--- config.mk ---
export PLATFORM = sky130hd
export DESIGN_NAME = cursor_ctrl
export DESIGN_NICKNAME = d
export VERILOG_FILES = /design/src/rtl/cursor_pkg.sv /design/src/rtl/btn_sync.sv /design/src/rtl/cursor_ctrl.sv
export SDC_FILE = /design/constraint.sdc
export NUM_CORES = 1
export LEC_CHECK = 0
export ABC_AREA = 1
export CORE_AREA = 2 2 158 160
export DETAILED_ROUTE_END_ITERATION = 8
export DIE_AREA = 0 0 160 162
export SLEW_MARGIN = 20
export SYNTH_ARGS = -nofsm -noshare
export SYNTH_HDL_FRONTEND = slang
export SYNTH_SLANG_ARGS = --single-unit
--- constraint.sdc ---
create_clock -name clock -period 3.9 [get_ports clock]
set_input_delay 0.585 -clock clock [delete_from_list [all_inputs] [get_ports clock]]
set_output_delay 0.585 -clock clock [all_outputs]
set_load 0.02 [all_outputs]
--- src/rtl/cursor_pkg.sv ---
// Shared cursor/brush definitions: FSM states, screen geometry and the
// signed coordinate type used by the cursor, radius check and display path.
package cursor_pkg;

    typedef enum logic [1:0] {
        IDLE,
        HOLD,
        REPEAT
    } cursor_state_t;

    localparam int SCREEN_W = 640;
    localparam int SCREEN_H = 480;

    typedef logic signed [15:0] coord_t;

endpackage

--- src/rtl/btn_sync.sv ---
// Four-bit, two-flop synchroniser for the raw direction buttons.
// Both flops clear on reset so a held button is seen as a fresh press.
module btn_sync (
    input  logic       clock,
    input  logic       reset,
    input  logic [3:0] btn_raw,
    output logic [3:0] btn_s
);

    logic [3:0] sync_p0;
    logic [3:0] sync_p1;

    always_ff @(posedge clock or posedge reset) begin
        if (reset) begin
            sync_p0 <= '0;
            sync_p1 <= '0;
        end else begin
            sync_p0 <= btn_raw;
            sync_p1 <= sync_p0;
        end
    end

    assign btn_s = sync_p1;

endmodule

--- src/rtl/cursor_ctrl.sv ---
// Cursor position controller: synchronised buttons drive a press/hold/repeat
// FSM that steps the brush centre one pixel at a time, clamped to the screen.
module cursor_ctrl
    import cursor_pkg::*;
#(
    parameter int X_MAX         = SCREEN_W - 1,
    parameter int Y_MAX         = SCREEN_H - 1,
    parameter int X_INIT        = 320,
    parameter int Y_INIT        = 240,
    parameter int HOLD_CYCLES   = 8_000_000,
    parameter int REPEAT_CYCLES = 1_000_000
) (
    input  logic   clock,
    input  logic   reset,
    input  logic   btn_up,
    input  logic   btn_down,
    input  logic   btn_left,
    input  logic   btn_right,
    output coord_t x1,
    output coord_t y1,
    output logic   step_pulse
);

    localparam int CNT_MAX = (HOLD_CYCLES > REPEAT_CYCLES) ? HOLD_CYCLES : REPEAT_CYCLES;
    localparam int CNT_W   = $clog2(CNT_MAX) + 1;
    localparam logic [CNT_W-1:0] HOLD_LAST   = CNT_W'(HOLD_CYCLES - 1);
    localparam logic [CNT_W-1:0] REPEAT_LAST = CNT_W'(REPEAT_CYCLES - 1);

    // Sum is 17 bits wide, so clamping alone bounds the result.
    function automatic coord_t clamp_coord(input logic signed [16:0] v, input int hi);
        if (v < 0)
            return '0;
        else if (v > hi)
            return coord_t'(hi);
        else
            return v[15:0];
    endfunction

    logic [3:0] s_btn;
    logic       s_up, s_down, s_left, s_right;
    logic       any;
    logic signed [1:0]  ndx, ndy;
    logic signed [16:0] x_sum, y_sum;
    coord_t     x_nx, y_nx;

    cursor_state_t    state, state_nx;
    logic [CNT_W-1:0] cnt, cnt_nx;
    logic             step;

    btn_sync u_btn_sync (
        .clock   (clock),
        .reset   (reset),
        .btn_raw ({btn_right, btn_left, btn_down, btn_up}),
        .btn_s   (s_btn)
    );

    assign {s_right, s_left, s_down, s_up} = s_btn;
    assign any = |s_btn;

    // y grows downward, so "down" is the positive direction.
    assign ndx = $signed({1'b0, s_right}) - $signed({1'b0, s_left});
    assign ndy = $signed({1'b0, s_down})  - $signed({1'b0, s_up});

    assign x_sum = 17'(x1) + 17'(ndx);
    assign y_sum = 17'(y1) + 17'(ndy);
    assign x_nx  = clamp_coord(x_sum, X_MAX);
    assign y_nx  = clamp_coord(y_sum, Y_MAX);

    always_comb begin
        state_nx = state;
        cnt_nx   = cnt;
        step     = 1'b0;
        case (state)
            IDLE: begin
                if (any) begin
                    step     = 1'b1;
                    state_nx = HOLD;
                    cnt_nx   = '0;
                end
            end
            HOLD: begin
                if (!any) begin
                    state_nx = IDLE;
                    cnt_nx   = '0;
                end else if (cnt == HOLD_LAST) begin
                    step     = 1'b1;
                    state_nx = REPEAT;
                    cnt_nx   = '0;
                end else begin
                    cnt_nx = cnt + CNT_W'(1);
                end
            end
            REPEAT: begin
                if (!any) begin
                    state_nx = IDLE;
                    cnt_nx   = '0;
                end else if (cnt == REPEAT_LAST) begin
                    step   = 1'b1;
                    cnt_nx = '0;
                end else begin
                    cnt_nx = cnt + CNT_W'(1);
                end
            end
            default: begin
                state_nx = IDLE;
                cnt_nx   = '0;
            end
        endcase
    end

    // A step that lands on the same position (clamp or opposing buttons)
    // still advances the FSM but raises no pulse.
    always_ff @(posedge clock or posedge reset) begin
        if (reset) begin
            state      <= IDLE;
            cnt        <= '0;
            x1         <= coord_t'(X_INIT);
            y1         <= coord_t'(Y_INIT);
            step_pulse <= 1'b0;
        end else begin
            state      <= state_nx;
            cnt        <= cnt_nx;
            step_pulse <= step && ((x_nx != x1) || (y_nx != y1));
            if (step) begin
                x1 <= x_nx;
                y1 <= y_nx;
            end
        end
    end

endmodule
==> reports/summary.log, run 1 <==
INFO  outcome        run_status=complete, no violations
INFO  worst_setup_path critical_path_at=3650ps
INFO  hold_path      hold_class=flop to flop
INFO  pwr            power.clock.fraction=0.221
INFO  floorplanning  die-height=162um
INFO  clock_tree     tritoncts=done
INFO  worst_setup_path critPathSlowestCell=ha_2
INFO  logic_synthesis syn-cell-area=5950um2
INFO  worst_setup_path setup.worst_path.start_class=flop
INFO  floorplanning  initial_core_util=0.247
INFO  worst_setup_path path_max_fanout=15
INFO  pwr            switching_power=1.71mW
INFO  worst_setup_path endpoint_type_of_the_worst_setup_path=flop
INFO  detailed_routing wl_met2=7840um
INFO  timing         finalHoldViolCount=0
INFO  clock_tree     cts_buffers=9
INFO  timing         finalCritPeriodShare=0.880
INFO  finish         flow.area_growth_from_synthesis=17.2%
INFO  finish         layout_common_cells=nand2_1 (374), inv_1 (137), nor2_1 (105), nand3_1 (100), dfrtp_1 (61)
INFO  logic_synthesis yosysSeqAreaShare=0.283
INFO  pwr            switching_share=0.461
INFO  placement      gp_routability_congestion=0.914
INFO  worst_setup_path worst_ep_required_time=4120ps
INFO  logic_synthesis synth.yosys.warnings=0
INFO  worst_setup_path cp_cell_sequence=inv_1 > ha_2 > buf_4 > nor2_1 > nor2_2 > nand2_1 > nor2_1 > nand3_1 > nand3_1 > nand2_1 > nand2_1 > nand3_1 > nor2_4 > nand3_1 > nand3_1 > nand2_1 > nor2_1 > nand2_1 > nor2_1 > nand3_1 > nand2_1 > inv_1
INFO  clock_tree     cts_sinks=67
INFO  global_routing grt_pass1_vias=5690
INFO  timing         report.final.setup_viol=0
INFO  global_routing remaining_global_route_overflow=0
INFO  logic_synthesis syn-mean-instance-area=5.99um2
INFO  logic_synthesis number_of_standard_cells_after_synthesis=994
INFO  placement      dpl_wire_length=13600um
INFO  pwr            static-leakage-power=3.53nW
INFO  worst_setup_path criticalPathCategory=flop to flop
INFO  global_routing initial_antenna_violation_count=0
INFO  logic_synthesis synth_compound_area_frac=0.0765
INFO  logic_synthesis largest_family_of_logic_cells_by_synthesized_area=simple AND/OR/NAND/NOR gates
INFO  clock_tree     post-cts-setup-buffers=0
INFO  timing         achievable-frequency=292MHz
INFO  clock_tree     clock_insertion_delay_worst_skew=330ps
INFO  global_routing grtUsageTotal=0.132
INFO  detailed_routing met1_length=8010um
INFO  timing         maxSlewViolCount=0
INFO  floorplanning  core.rowCount=57
INFO  clock_tree     cts-htree-levels=3
INFO  detailed_routing route.final.wire_length=17000um
INFO  logic_synthesis synth_seq_cells=67
INFO  logic_synthesis share_of_synthesized_area_spent_on_multiplexers=0
INFO  timing         max_slew_margin=0.445
INFO  logic_synthesis synth_enable_flop_cells=0
INFO  global_routing global_route_wire_length_before_repair=27900um
INFO  finish         drive_above_1_share=0.0607
INFO  pwr            flop_pwr_share=0.288
INFO  detailed_routing wl_met3=743um
INFO  timing         final_critical_path_setup_slack=470ps
INFO  timing         fin_crit=3430ps
INFO  clock_tree     ctsLongestPathBuffers=2
INFO  timing         tightestPinTransition=832ps
INFO  finish         layout_commonest_cell=nand2_1
INFO  logic_synthesis async_flop_share=1.00
INFO  detailed_routing first_pass_iters=5
INFO  floorplanning  num_io_pins=39
INFO  worst_setup_path cpPeakStageDelay=370ps
INFO  pwr            fin_total_pwr=3.70mW
INFO  detailed_routing route.antenna.remaining_nets=0
INFO  pwr            irDropWorstVdd=250uV
INFO  floorplanning  chipWidth=160um
INFO  logic_synthesis synth-xor-area-share=0.0204
INFO  detailed_routing highest-signal-layer=met4
INFO  logic_synthesis synth_fa_ha_area_frac=0.0357
INFO  clock_tree     ctsRootBufferMaster=clkbuf_16
INFO  detailed_routing via_count=6213
INFO  timing         rsz_0062_raised_after_global_routing=no
INFO  detailed_routing initialDrtViolationCount=436
INFO  placement      detailedPlace.worstSlack=357ps
INFO  floorplanning  core_area=24100um2
INFO  detailed_routing drc_errors=0
INFO  detailed_routing routed_via_density=4.56
INFO  floorplanning  die_area=25900um2
INFO  logic_synthesis dominantRegCellSynth=dfrtp_1
INFO  timing         totalNegativeSetupSlack=0ps
INFO  detailed_routing route.detailed.wl_per_inst=12.5um
INFO  logic_synthesis post_synth_and_or_nand_nor_area_fraction=0.474
INFO  pwr            combinationalPowerShare=0.490
INFO  global_routing grt_max_degree=68
INFO  pwr            internal-power=2.00mW
INFO  pwr            pwr_density_cell=531nW/um2
INFO  logic_synthesis synth_fp_nets=1017
INFO  finish         nets=1056
INFO  clock_tree     cts.clk_slew.worst_paths=60ps
INFO  timing         fin_skew=4.37ps
INFO  logic_synthesis netlist-cell-type-count=42
INFO  placement      port_buffers=38
INFO  job            maxCapViolCount=0
INFO  finish         diodes=0
repair_timing:
item	4_1_cts	5_1_grt
setup endpoints to repair	0	1
hold buffers	0	0
hold endpoints to repair	0	0
gates resized for setup	0	1
path summary, 6_finish.rpt:
| path | start | end | slack [ps] | cells past startpoint |
|---|---|---|---|---|
| min reg2reg | u_btn_sync.sync_p0[3] | u_btn_sync.btn_s[3] | 380 | 0 |
| max in group asynchronous | reset | y1[2] | 2530 | 3 |
| max | u_btn_sync.btn_s[3] | step_pulse | 470 | 22 |
| max reg2reg | u_btn_sync.btn_s[3] | step_pulse | 470 | 22 |
| min | u_btn_sync.sync_p0[3] | u_btn_sync.btn_s[3] | 380 | 0 |
| min in group asynchronous | reset | u_btn_sync.sync_p0[1] | 810 | 3 |
per-stage QoR:
step | hold slack [ps] | area [um2] | std cells | util
floorplan | 331 | 5950 | 994 | -
global placement | 402 | 6670 | 1346 | 0.277
detailed placement | 391 | 6670 | 1346 | 0.277
CTS | 403 | 6970 | 1362 | 0.289
global route | 402 | 6980 | 1362 | 0.289
finish | 383 | 6980 | 1362 | 0.289
power by group through the flow:
stage | clock, mW | combinational (mW) | sequential (mW)
5_1_grt | 0.876 | 2.05 | 1.09
4_1_cts | 0.843 | 1.82 | 1.07
6_report | 0.820 | 1.82 | 1.07
3_3_place_gp | 0 | 1.80 | 1.08
3_5_place_dp | 0 | 1.82 | 1.07
2_1_floorplan | 0 | 1.16 | 1.11
critical path: cells and delay by family, from the launching register on:
kind / cells / cell delay, ps
DFF: 1 / 350
buffers and inverters: 3 / 410
adders and majority gates: 1 / 370
and+or+nand+nor: 18 / 2190
Yosys cell counts, types with 6 or more instances:
cell type,number,area (um2)
xor2_1,11,96.3
o21ai_0,35,175
nand3_1,100,500
nor2_2,13,81.3
inv_1,138,518
nand2_2,6,37.5
nor4_1,6,37.5
nand4_1,15,93.8
dfstp_2,6,158
ha_1,17,213
nor2_1,105,394
dfrtp_1,61,1530
nand3b_1,9,67.6
buf_6,6,67.6
a21oi_1,31,155
clkbuf_1,7,26.3
nand2_1,374,1400
nor3_1,11,55.1
cell families (layout without fill, tap and decap cells):
kind of cell	after synthesis	after routing
AO/OA/AOI/OAI	82	82
XOR/XNOR	13	13
adder cells (fa/ha/maj)	17	17
buffers and inverters	158	202
flip-flops	67	67
AND/OR/NAND/NOR	657	657
cell type report:
class                      count  area, um2
clock buffer                  11        243
clock inverter                 5       60.1
fill                        2725      17100
inverter                     139        524
multi-input combinational    769       3610
sequential                    67       1680
tap                          324        405
timing repair buffer          47        448
registers in the layout, indices dropped and copies added, names as in the netlist:
signal and count:
cnt 24, x1 16, y1 16, u_btn_sync.btn_s 4, u_btn_sync.sync_p0 4, state 2
step_pulse 1
layer usage:
layer | vias up | track usage
met5 | - | 0
met4 | 0 | 0.0385
met3 | 32 | 0.0245
met2 | 162 | 0.221
met1 | 2804 | 0.173
li1 | 3215 | -
Power figures use the tool's default switching activity.
==> run 2, diff against run 1 <==
--- a/config.mk
+++ b/config.mk
@@ -6,9 +6,11 @@
 export NUM_CORES = 1
 export LEC_CHECK = 0
 export ABC_AREA = 1
-export CORE_AREA = 2 2 158 160
+export CAP_MARGIN = 20
+export CORE_AREA = 2 2 108 110
 export DETAILED_ROUTE_END_ITERATION = 8
-export DIE_AREA = 0 0 160 162
+export DIE_AREA = 0 0 110 112
+export PLACE_DENSITY = 0.73
 export SLEW_MARGIN = 20
 export SYNTH_ARGS = -nofsm -noshare
 export SYNTH_HDL_FRONTEND = slang
==> run 2 against run 1 <==
Compared with the run above: core utilization is 32 points higher; non-clock buffer count is 2 higher; die area is 52% lower; global-route usage is 14 points higher; clock skew is 1.7 ps higher; via count is 0.95% lower; clock-buffer cell count is 2 lower; wire length is 8.8% lower; critical path type unchanged; largest power group unchanged.
==> reports/summary.log, run 2 (same netlist as run 1, synthesis figures left out) <==
INFO  floorplanning  initial_core_util=0.533 [was 0.247]
INFO  finish         layout_commonest_cell=nand2_1 [unchanged]
INFO  finish         diodes=0 [unchanged]
INFO  clock_tree     cts.clk_slew.worst_paths=60ps [about the same]
INFO  floorplanning  num_io_pins=39 [unchanged]
INFO  job            maxCapViolCount=0 [unchanged]
INFO  finish         utilization=0.607 [was 0.289]
INFO  timing         fin_crit=3410ps [was 3430 ps]
INFO  global_routing initial_antenna_violation_count=0 [unchanged]
INFO  floorplanning  die_area=12300um2 [was 25900 um2]
INFO  detailed_routing route.antenna.remaining_nets=0 [unchanged]
INFO  pwr            internal-power=2.05mW [was 2.00 mW]
INFO  detailed_routing route.final.wire_length=15500um [was 17000 um]
INFO  floorplanning  core.rowCount=39 [was 57]
INFO  pwr            static-leakage-power=3.55nW [was 3.53 nW]
INFO  detailed_routing via_count=6154 [was 6213]
INFO  finish         fillers=1102 [was 2725]
INFO  outcome        run_status=complete, no violations [unchanged]
INFO  timing         max_slew_margin=0.580 [was 0.445]
INFO  finish         nets=1058 [was 1056]
INFO  timing         tightestPinTransition=629ps [was 832 ps]
INFO  detailed_routing initialDrtViolationCount=485 [was 436]
INFO  global_routing grtUsageTotal=0.268 [was 0.132]
INFO  timing         totalNegativeSetupSlack=0ps [unchanged]
INFO  timing         fin_skew=6.02ps [was 4.37 ps]
INFO  detailed_routing drc_errors=0 [unchanged]
INFO  timing         maxSlewViolCount=0 [unchanged]
INFO  finish         multi_input_area=3610um2 [about the same]
INFO  timing         rsz_0062_raised_after_global_routing=no [unchanged]
INFO  clock_tree     clock_insertion_delay_worst_skew=340ps [was 330 ps]
INFO  worst_setup_path worst_ep_required_time=4130ps [was 4120 ps]
INFO  pwr            irDropWorstVdd=411uV [was 250 uV]
INFO  clock_tree     tritoncts=done [unchanged]
INFO  hold_path      hold_class=flop to flop [unchanged]
INFO  pwr            pwr_density_cell=550nW/um2 [was 531 nW/um2]
INFO  global_routing global_route_wire_length_before_repair=26300um [was 27900 um]
INFO  timing         finalCritPeriodShare=0.876 [was 0.880]
INFO  floorplanning  core_area=11200um2 [was 24100 um2]
INFO  detailed_routing routed_via_density=5.20 [was 4.56]
INFO  worst_setup_path worst-path-buf-inv=3 [unchanged]
INFO  worst_setup_path cpPeakStageDelay=350ps [was 370 ps]
INFO  clock_tree     cts-resized-gates=0 [unchanged]
INFO  finish         biggestRegsByFlops=cnt: 24 flops, x1: 16 flops, y1: 16 flops [unchanged]
INFO  pwr            switching_power=1.69mW [was 1.71 mW]
INFO  global_routing remaining_global_route_overflow=0 [unchanged]
INFO  worst_setup_path criticalPathCategory=flop to flop [unchanged]
INFO  finish         layout_common_cells=nand2_1 (374), inv_1 (137), nor2_1 (105), nand3_1 (100), dfrtp_1 (61) [unchanged]
INFO  finish         largest_reg_flops=24 [unchanged]
INFO  worst_setup_path cp_common_cell=nand2_1
INFO  clock_tree     cts_sinks=67 [unchanged]
INFO  pwr            flop_pwr_share=0.282 [was 0.288]
INFO  timing         achievable-frequency=293MHz [was 292 MHz]
INFO  worst_setup_path setup.worst_path.start_class=flop [unchanged]
INFO  timing         finalHoldViolCount=0 [unchanged]
INFO  timing         report.final.setup_viol=0 [unchanged]
INFO  finish         drive_above_1_share=0.0625 [was 0.0607]
INFO  clock_tree     cts-htree-levels=3 [unchanged]
INFO  worst_setup_path cp_top_family=simple AND/OR/NAND/NOR gates [unchanged]
INFO  placement      gp_routability_congestion=0.925 [was 0.914]
INFO  worst_setup_path critPathSlowestCell=dfrtp_1 [was ha_2]
INFO  floorplanning  die-height=112um [was 162 um]
INFO  floorplanning  chipWidth=110um [was 160 um]
INFO  placement      dpl_wire_length=12500um [was 13600 um]
INFO  worst_setup_path critical_path_at=3650ps [about the same]
INFO  clock_tree     ctsLongestPathBuffers=2 [unchanged]
INFO  detailed_routing first_pass_iters=5 [unchanged]
INFO  global_routing grt_max_degree=40 [was 68]
INFO  worst_setup_path path_max_fanout=14 [was 15]
INFO  pwr            switching_share=0.452 [was 0.461]
INFO  finish         flow.area_growth_from_synthesis=13.9% [was 17.2%]
INFO  clock_tree     hold_fix_buffer_count_after_cts=0 [unchanged]
INFO  global_routing grt_pass1_vias=5564 [was 5690]
INFO  pwr            power.clock.fraction=0.236 [was 0.221]
INFO  clock_tree     cts_buffers=9 [unchanged]
INFO  clock_tree     ctsRootBufferMaster=clkbuf_16 [unchanged]
INFO  finish         sequential_cell_area=1680um2 [unchanged]
INFO  pwr            combinationalPowerShare=0.482 [was 0.490]
INFO  worst_setup_path endpoint_type_of_the_worst_setup_path=flop [unchanged]
INFO  clock_tree     post-cts-setup-buffers=0 [unchanged]
INFO  detailed_routing route.detailed.wl_per_inst=13.1um [was 12.5 um]
INFO  finish         top_register=cnt [unchanged]
INFO  placement      port_buffers=38 [unchanged]
==> run 2: cell types whose count changed in the layout (fill, tap and decap cells not counted) <==
| cell | before | now |
|---|---|---|
| buf_4 | 9 | 11 |
| bufinv_16 | 1 | 2 |
| clkbuf_1 | 1 | 0 |
| clkbuf_8 | 1 | 0 |
| ha_1 | 16 | 17 |
| ha_2 | 1 | 0 |
| inv_6 | 1 | 2 |
==> run 2: cell type report <==
| type | count | area share |
|---|---|---|
| multi-input cells | 769 | 0.532 |
| flip-flops and latches | 67 | 0.248 |
| inverters | 139 | 0.0773 |
| repair buffers | 49 | 0.0682 |
| clock buffers | 9 | 0.0332 |
| well taps | 143 | 0.0264 |
| clock inverters | 7 | 0.0146 |
==> run 2: path summary, 6_finish.rpt <==
| kind | start | end | slack [ps] | cells past startpoint |
|---|---|---|---|---|
| setup / recovery | u_btn_sync.btn_s[3] | step_pulse | 490 | 25 |
| hold / removal | u_btn_sync.sync_p0[1] | u_btn_sync.btn_s[1] | 350 | 0 |
| setup reg to reg | u_btn_sync.btn_s[3] | step_pulse | 490 | 25 |
| hold reg to reg | u_btn_sync.sync_p0[1] | u_btn_sync.btn_s[1] | 350 | 0 |
| max in group asynchronous | reset | y1[7] | 2320 | 3 |
| min in group asynchronous | reset | y1[12] | 650 | 2 |
==> run 2: power by group through the flow <==
stage               sequential [mW]  clock [mW]  combinational (mW)
detailed placement             1.06           0                1.79
finish                         1.05       0.881                1.80
floorplan                      1.11           0                1.16
global route                   1.08       0.926                2.04
CTS                            1.05       0.895                1.80
global placement               1.06           0                1.77
==> run 2: metal layers <==
metal	wire, um	part of all wire	vias to the layer above	track usage
met5	0	0	-	0
met4	240	0.015	0	0.0616
li1	-	-	3221	-
met1	6980	0.45	2737	0.368
met2	7400	0.48	172	0.445
met3	862	0.056	24	0.0363
==> run 2: per-stage QoR <==
step                cell area [um2]  hold WS, ps  power, mW  instances  worst slack, ps
finish                         6780          347       3.73       1183              485
global route                   6780          364       4.05       1183             76.0
CTS                            6780          352       3.75       1183              489
detailed placement             6460          338       2.85       1167              498
global placement               6460          338       2.83       1167              560
floorplan                      5950          331       2.27        994              978
==> run 3, diff against run 2 <==
--- a/config.mk
+++ b/config.mk
@@ -8,9 +8,11 @@
 export ABC_AREA = 1
 export CAP_MARGIN = 20
 export CORE_AREA = 2 2 108 110
+export CTS_CLUSTER_SIZE = 12
 export DETAILED_ROUTE_END_ITERATION = 8
 export DIE_AREA = 0 0 110 112
 export PLACE_DENSITY = 0.73
+export RECOVER_POWER = 100
 export SLEW_MARGIN = 20
 export SYNTH_ARGS = -nofsm -noshare
 export SYNTH_HDL_FRONTEND = slang
==> run 3 against run 2 <==
Compared with the run above: sequential share of layout area is 0.078 points higher; combinational power down 3%; sequential power barely moved; critical path type unchanged; highest routed layer unchanged; fmax shrank 1.7%; largest power group unchanged; final area down 0.31%; critical endpoint unchanged; clock skew increased by 0.67 ps; largest cell class unchanged.
==> reports/summary.log, run 3 (same netlist as run 1, synthesis figures left out) <==
INFO  pwr            irDropWorstVdd=396uV [was 411 uV]
INFO  detailed_routing via_count=6127 [was 6154]
INFO  hold_path      hold_depth=0 [unchanged]
INFO  timing         tightestPinTransition=1160ps [was 629 ps]
INFO  pwr            switching_share=0.457 [was 0.452]
INFO  timing         finalHoldViolCount=0 [unchanged]
INFO  floorplanning  num_io_pins=39 [unchanged]
INFO  clock_tree     clock_insertion_delay_worst_skew=340ps [about the same]
INFO  detailed_routing routed_via_density=5.18 [was 5.20]
INFO  finish         layout_commonest_cell=nand2_1 [unchanged]
INFO  detailed_routing route.detailed.wl_per_inst=13.1um [about the same]
INFO  global_routing global_route_wire_length_before_repair=26300um [unchanged]
INFO  floorplanning  die_area=12300um2 [unchanged]
INFO  worst_setup_path setup_slack_of_the_most_critical_reg_to_reg_path=420ps [was 490 ps]
INFO  detailed_routing route.final.wire_length=15500um [about the same]
INFO  detailed_routing first_pass_iters=5 [unchanged]
INFO  hold_path      hold_class=flop to flop [unchanged]
INFO  detailed_routing route.antenna.remaining_nets=0 [unchanged]
INFO  global_routing grt_max_degree=40 [unchanged]
INFO  floorplanning  core_area=11200um2 [unchanged]
INFO  global_routing remaining_global_route_overflow=0 [unchanged]
INFO  hold_path      min_delay_worst_endpoint=u_btn_sync.btn_s[1] [unchanged]
INFO  worst_setup_path worst_ep_required_time=4130ps [about the same]
INFO  clock_tree     cts.clk_slew.worst_paths=60ps [about the same]
INFO  clock_tree     tritoncts=done [unchanged]
INFO  clock_tree     cts-resized-gates=0 [unchanged]
INFO  pwr            switching_power=1.68mW [was 1.69 mW]
INFO  worst_setup_path timing.rr.start=u_btn_sync.btn_s[3] [unchanged]
INFO  finish         layout_common_cells=nand2_1 (375), inv_1 (138), nor2_1 (109), nand3_1 (100), dfrtp_1 (61) [was nand2_1 (374), inv_1 (137), nor2_1 (105), nand3_1 (100), dfrtp_1 (61)]
INFO  timing         fin_hold_ws=347ps [about the same]
INFO  clock_tree     cts_buffers=9 [unchanged]
INFO  finish         biggestRegsByFlops=cnt: 24 flops, x1: 16 flops, y1: 16 flops [unchanged]
INFO  worst_setup_path path_max_fanout=14 [unchanged]
INFO  finish         fillers=1107 [was 1102]
INFO  timing         fin_skew=6.70ps [was 6.02 ps]
INFO  pwr            static-leakage-power=3.61nW [was 3.55 nW]
INFO  floorplanning  initial_core_util=0.533 [unchanged]
INFO  timing         finalCritPeriodShare=0.891 [was 0.876]
INFO  timing         max_slew_margin=0.223 [was 0.580]
INFO  pwr            flop_pwr_share=0.285 [was 0.282]
INFO  outcome        run_status=complete, no violations [unchanged]
INFO  floorplanning  chipWidth=110um [unchanged]
INFO  timing         fin_crit=3480ps [was 3410 ps]
INFO  placement      dpl_wire_length=12500um [unchanged]
INFO  hold_path      hold_path_startpoint=u_btn_sync.sync_p0[1] [unchanged]
INFO  worst_setup_path regToRegEndpoint=step_pulse [unchanged]
INFO  floorplanning  die-height=112um [unchanged]
INFO  finish         drive_above_1_share=0.0558 [was 0.0625]
INFO  worst_setup_path critical_path_at=3710ps [was 3650 ps]
INFO  pwr            combinationalPowerShare=0.475 [was 0.482]
INFO  worst_setup_path worst_setup_path_startpoint=u_btn_sync.btn_s[3] [unchanged]
INFO  clock_tree     ctsLongestPathBuffers=2 [unchanged]
INFO  floorplanning  core.rowCount=39 [unchanged]
INFO  global_routing grtUsageTotal=0.268 [unchanged]
INFO  finish         nets=1058 [unchanged]
INFO  placement      port_buffers=38 [unchanged]
INFO  timing         totalNegativeSetupSlack=0ps [unchanged]
INFO  timing         maxSlewViolCount=0 [unchanged]
INFO  finish         utilization=0.605 [was 0.607]
INFO  clock_tree     post-cts-setup-buffers=0 [unchanged]
INFO  detailed_routing drc_errors=0 [unchanged]
INFO  timing         achievable-frequency=288MHz [was 293 MHz]
INFO  detailed_routing initialDrtViolationCount=455 [was 485]
INFO  clock_tree     cts_sinks=67 [unchanged]
INFO  clock_tree     ctsRootBufferMaster=clkbuf_16 [unchanged]
INFO  pwr            pwr_density_cell=544nW/um2 [was 550 nW/um2]
INFO  clock_tree     cts-htree-levels=3 [unchanged]
INFO  finish         diodes=0 [unchanged]
INFO  worst_setup_path criticalPathCategory=flop to flop [unchanged]
INFO  job            maxCapViolCount=0 [unchanged]
INFO  pwr            power.clock.fraction=0.239 [was 0.236]
INFO  worst_setup_path endpoint_type_of_the_worst_setup_path=flop [unchanged]
INFO  finish         flow.area_growth_from_synthesis=13.6% [was 13.9%]
INFO  clock_tree     hold_fix_buffer_count_after_cts=0 [unchanged]
INFO  timing         rsz_0062_raised_after_global_routing=no [unchanged]
INFO  worst_setup_path setup.worst_path.start_class=flop [unchanged]
INFO  finish         top_register=cnt [unchanged]
INFO  finish         largest_reg_flops=24 [unchanged]
INFO  global_routing initial_antenna_violation_count=0 [unchanged]
INFO  pwr            internal-power=2.00mW [was 2.05 mW]
INFO  timing         report.final.setup_viol=0 [unchanged]
INFO  global_routing grt_pass1_vias=5564 [unchanged]
INFO  placement      gp_routability_congestion=0.925 [unchanged]
INFO  worst_setup_path worst-r2r-cell-count=25 [unchanged]
## run 3: power by group through the flow
stage               Combinational (mW)  Clock (mW)  Sequential, mW
CTS                               1.80       0.895            1.05
finish                            1.75       0.881            1.05
global placement                  1.77           0            1.06
detailed placement                1.79           0            1.06
global route                      1.99       0.926            1.07
floorplan                         1.16           0            1.11
## run 3: how the worst max path moves through the flow
| stage | end | slack, ps |
|---|---|---|
| finish | step_pulse | 420 |
| global route | step_pulse | 60 |
| CTS | step_pulse | 490 |
| detailed placement | step_pulse | 500 |
| global placement | step_pulse | 560 |
| floorplan | step_pulse | 980 |
## run 3: area by class of cell
cell class / instances / area, um2 / area share
clock buffer: 9 / 225 / 0.0333
multi-input combinational: 769 / 3600 / 0.532
clock inverter: 7 / 98.8 / 0.0146
inverter: 139 / 524 / 0.0775
sequential: 67 / 1680 / 0.249
timing repair buffer: 49 / 454 / 0.0672
tap: 143 / 179 / 0.0265
## run 3: worst max-delay path, cell delays in order (launching register included)
cell and delay (ps):
dfrtp_1 350, inv_1 90, ha_1 260, buf_4 250
nand2_1 110, and2_1 190, ha_1 190, o21bai_1 220
nand3_1 100, nand2_1 100, nand2_1 90, nand3b_1 70
nand2_1 90, nand2_1 50, nand2_1 90, nand3_1 70
nor2_1 330, nand2_1 130, nand2_1 100, nand2_1 60
nand2_1 50, nand3_1 60, nor2_1 120, nand3_1 90
nand2_1 60, inv_1 50
## run 3: layer usage
metal,vias up,GRT usage,wire length (um)
met5,-,0,0
met4,0,0.0616,211
met3,20,0.0363,766
met2,155,0.445,7450
met1,2732,0.368,7110
li1,3220,-,-
## run 3: metrics by stage
step,area [um2],setup slack [ps],cells,total power [mW]
after floorplan,5950,978,994,2.27
after global placement,6460,560,1167,2.83
after detailed placement,6460,498,1167,2.85
after CTS,6780,489,1183,3.75
after global routing,6760,56.1,1183,3.99
final,6760,425,1183,3.68
==> variant, RTL diff (flow settings as in run 3) <==
Register the inputs `btn_up`, `btn_down`, `btn_left` and `btn_right` before use. The logic sees them one clock later.
--- a/src/rtl/cursor_ctrl.sv
+++ b/src/rtl/cursor_ctrl.sv
@@ -28,2 +28,14 @@
 
+    logic btn_up_q;
+    logic btn_down_q;
+    logic btn_left_q;
+    logic btn_right_q;
+
+    always_ff @(posedge clock) begin
+        btn_up_q    <= btn_up;
+        btn_down_q  <= btn_down;
+        btn_left_q  <= btn_left;
+        btn_right_q <= btn_right;
+    end
+
     // Sum is 17 bits wide, so clamping alone bounds the result.
@@ -52,3 +64,3 @@
         .reset   (reset),
-        .btn_raw ({btn_right, btn_left, btn_down, btn_up}),
+        .btn_raw ({btn_right_q, btn_left_q, btn_down_q, btn_up_q}),
         .btn_s   (s_btn)
Formal check against the unedited RTL: not equivalent (a bounded check fails within 4 cycles, from zero or initial values and one cycle with reset high).
==> variant against run 3 <==
Highest routed layer unchanged; sequential power increased by 4%; final area grew 0.22%; critical path depth up 1; power shrank 0.18%; global-route usage increased by 0.61 points; clock skew up 6.3 ps; sequential cell count is 4 higher; the flow now finishes with violations (capacitance limit, slew limit); wire length increased by 3.8%; setup slack lost 42 ps; area after synthesis rose by 0.53%; count of clock-buffer cells in the layout unchanged.
==> variant: results (changes against run 3) <==
Placed design
  • Dpl cell area: 6500 um2 (+0.62%)
  • Port bufs: 38 (unchanged)
  • DP HPWL: 12.6 mm (+0.87%)
  • Final GP Congestion: 0.970 (+4.9%)

Run status
  • Status: finished with violations
  • Violated checks: capacitance limit, slew limit

Global routing
  • Initial antenna violation count: 0 (unchanged)
  • Largest net degree at the start of global routing: 36 (-10%)
  • First-pass GRT wire length: 26.4 mm (+0.50%)
  • Gr usage total: 27.4% (+0.61 points)
  • Vias in the first global route: 5459 (-1.9%)

Layout
  • Share of layout cells above drive strength 1: 7.32% (+1.7 points)
  • Final Instance Area: 6780 um2 (+0.22%)
  • N_diodes: 0 (unchanged)
  • Post-Layout Cell Count: 1167 (-1.4%)
  • Filler instances: 1100 (-0.63%)

Logic synthesis
  • Adder-cell area share of the yosys netlist: 3.55% (-0.019 points)
  • Compound-Gate Fraction of Synth Area: 7.48% (-0.17 points)
  • Xor-xnor portion of the synthesized cell area: 2.03% (-0.011 points)
  • Ranking of synthesized cells by area: dfrtp_1 26%, nand2_1 22%, inv_1 8.4%
  • Mux cell area share after synthesis: 0% (unchanged)
  • Top cells by count, synth: 354 x nand2_1, 134 x inv_1, 103 x nor2_1
  • Synthesized area per cell: 6.13 um2 (+2.3%)
  • Netlist cell types: 43 (+2.4%)
  • Syn Nets: 1000 (-1.7%)
  • Async set-reset flop share out of synthesis: 94.4% (-5.6 points)
  • Ys Warns: 0 (unchanged)
  • Post-synthesis sequential area ratio: 29.5% (+1.2 points)

Clock network
  • Gates resized, CTS repair: 0 (unchanged)
  • Clock slew at reported path FFs: 70 ps
  • H-tree depth: 3 (unchanged)
  • Num CTS Buffers: 9 (unchanged)
  • CTS Buffer Depth: 2 (unchanged)
  • Root buf cell: clkbuf_16
  • Setup bufs post-CTS: 0 (unchanged)

Critical path
  • Worst reg-to-reg setup slack: 380 ps (-40 ps)
  • Crit Path Max Fanout: 13 (-1)
  • Crit path DAT: 3740 ps (+30 ps)
  • CP peak stage delay: 460 ps (+110 ps)
  • Delay-heaviest family, CP: simple AND/OR/NAND/NOR gates
  • Slowest CP cell: ha_1

Timing
  • Layout Skew: 13.0 ps (+6.27 ps)
  • Max-slew violation count: 36 (+36)
  • Max_slew headroom: -20.4% (-43 points)

Run
  • Maxcap violations: 1 (+1)

Drt
  • DR iter-0 viols: 440 (-3.3%)
  • Post-Route WL: 16.1 mm (+3.8%)
  • Vias per cell: 5.26 (+1.6%)
  • DRT Pass-1 Iters: 5 (unchanged)

Worst hold path
  • Path category of the worst min-delay check: register to register

Power
  • Peak supply drop: 0.285 mV (-28%)
  • Leak: 3.57 nW (-1.2%)
[variant: cell count changes after synthesis, sizes merged, moves of 3 or more]
cell	change
inv	+3
nor2	+3
dfxtp	+4
nand2	-16
nand3	-10
a21oi	-5
[variant: stage by stage]
step                setup WS [ps]  hold WS (ps)  total power, mW
floorplan                    1000           316             2.32
global placement              574           318             2.88
detailed placement            494           320             2.90
CTS                           423           328             3.72
global route                 36.0           333             3.97
finish                        382           328             3.67
[variant: cells by family after synthesis]
logic type / count (synthesis)
XOR/XNOR: 13
AO/OA/AOI/OAI: 80
adder cells (fa/ha/maj): 17
AND/OR/NAND/NOR: 637
flip-flops: 71
buffers and inverters: 159
[variant: final timing paths]
check                                         start                    end  cells past startpoint
max in group asynchronous                     reset                 x1[11]                      3
worst max register to register  u_btn_sync.btn_s[3]             step_pulse                     26
worst max-delay path            u_btn_sync.btn_s[3]             step_pulse                     26
worst min register to register           btn_left_q  u_btn_sync.sync_p0[2]                      0
min in group asynchronous                     reset                 y1[10]                      2
worst min-delay path                     btn_left_q  u_btn_sync.sync_p0[2]                      0
[variant: report_power, final]
group	switching [mW]	leakage [nW]	internal (mW)
logic	1.17	2.53	0.604
clock network	0.361	0.137	0.446
registers	0.206	0.896	0.883
[variant: metal layers]
layer / part of all wire (%) / vias to the layer above / global-route usage, %
met5: 0 / - / 0
met4: 2.1 / 0 / 9.96
met3: 5.7 / 30 / 3.04
met2: 46 / 185 / 43.3
met1: 46 / 2768 / 38.5
li1: - / 3157 / -
[variant: layout make-up]
type | count | share of cell area [%]
Multi-Input combinational cell | 747 | 52.6
Sequential cell | 71 | 26.0
Inverter | 142 | 7.90
Timing Repair Buffer | 48 | 6.55
Clock buffer | 9 | 3.32
Tap cell | 143 | 2.64
Clock inverter | 7 | 0.941
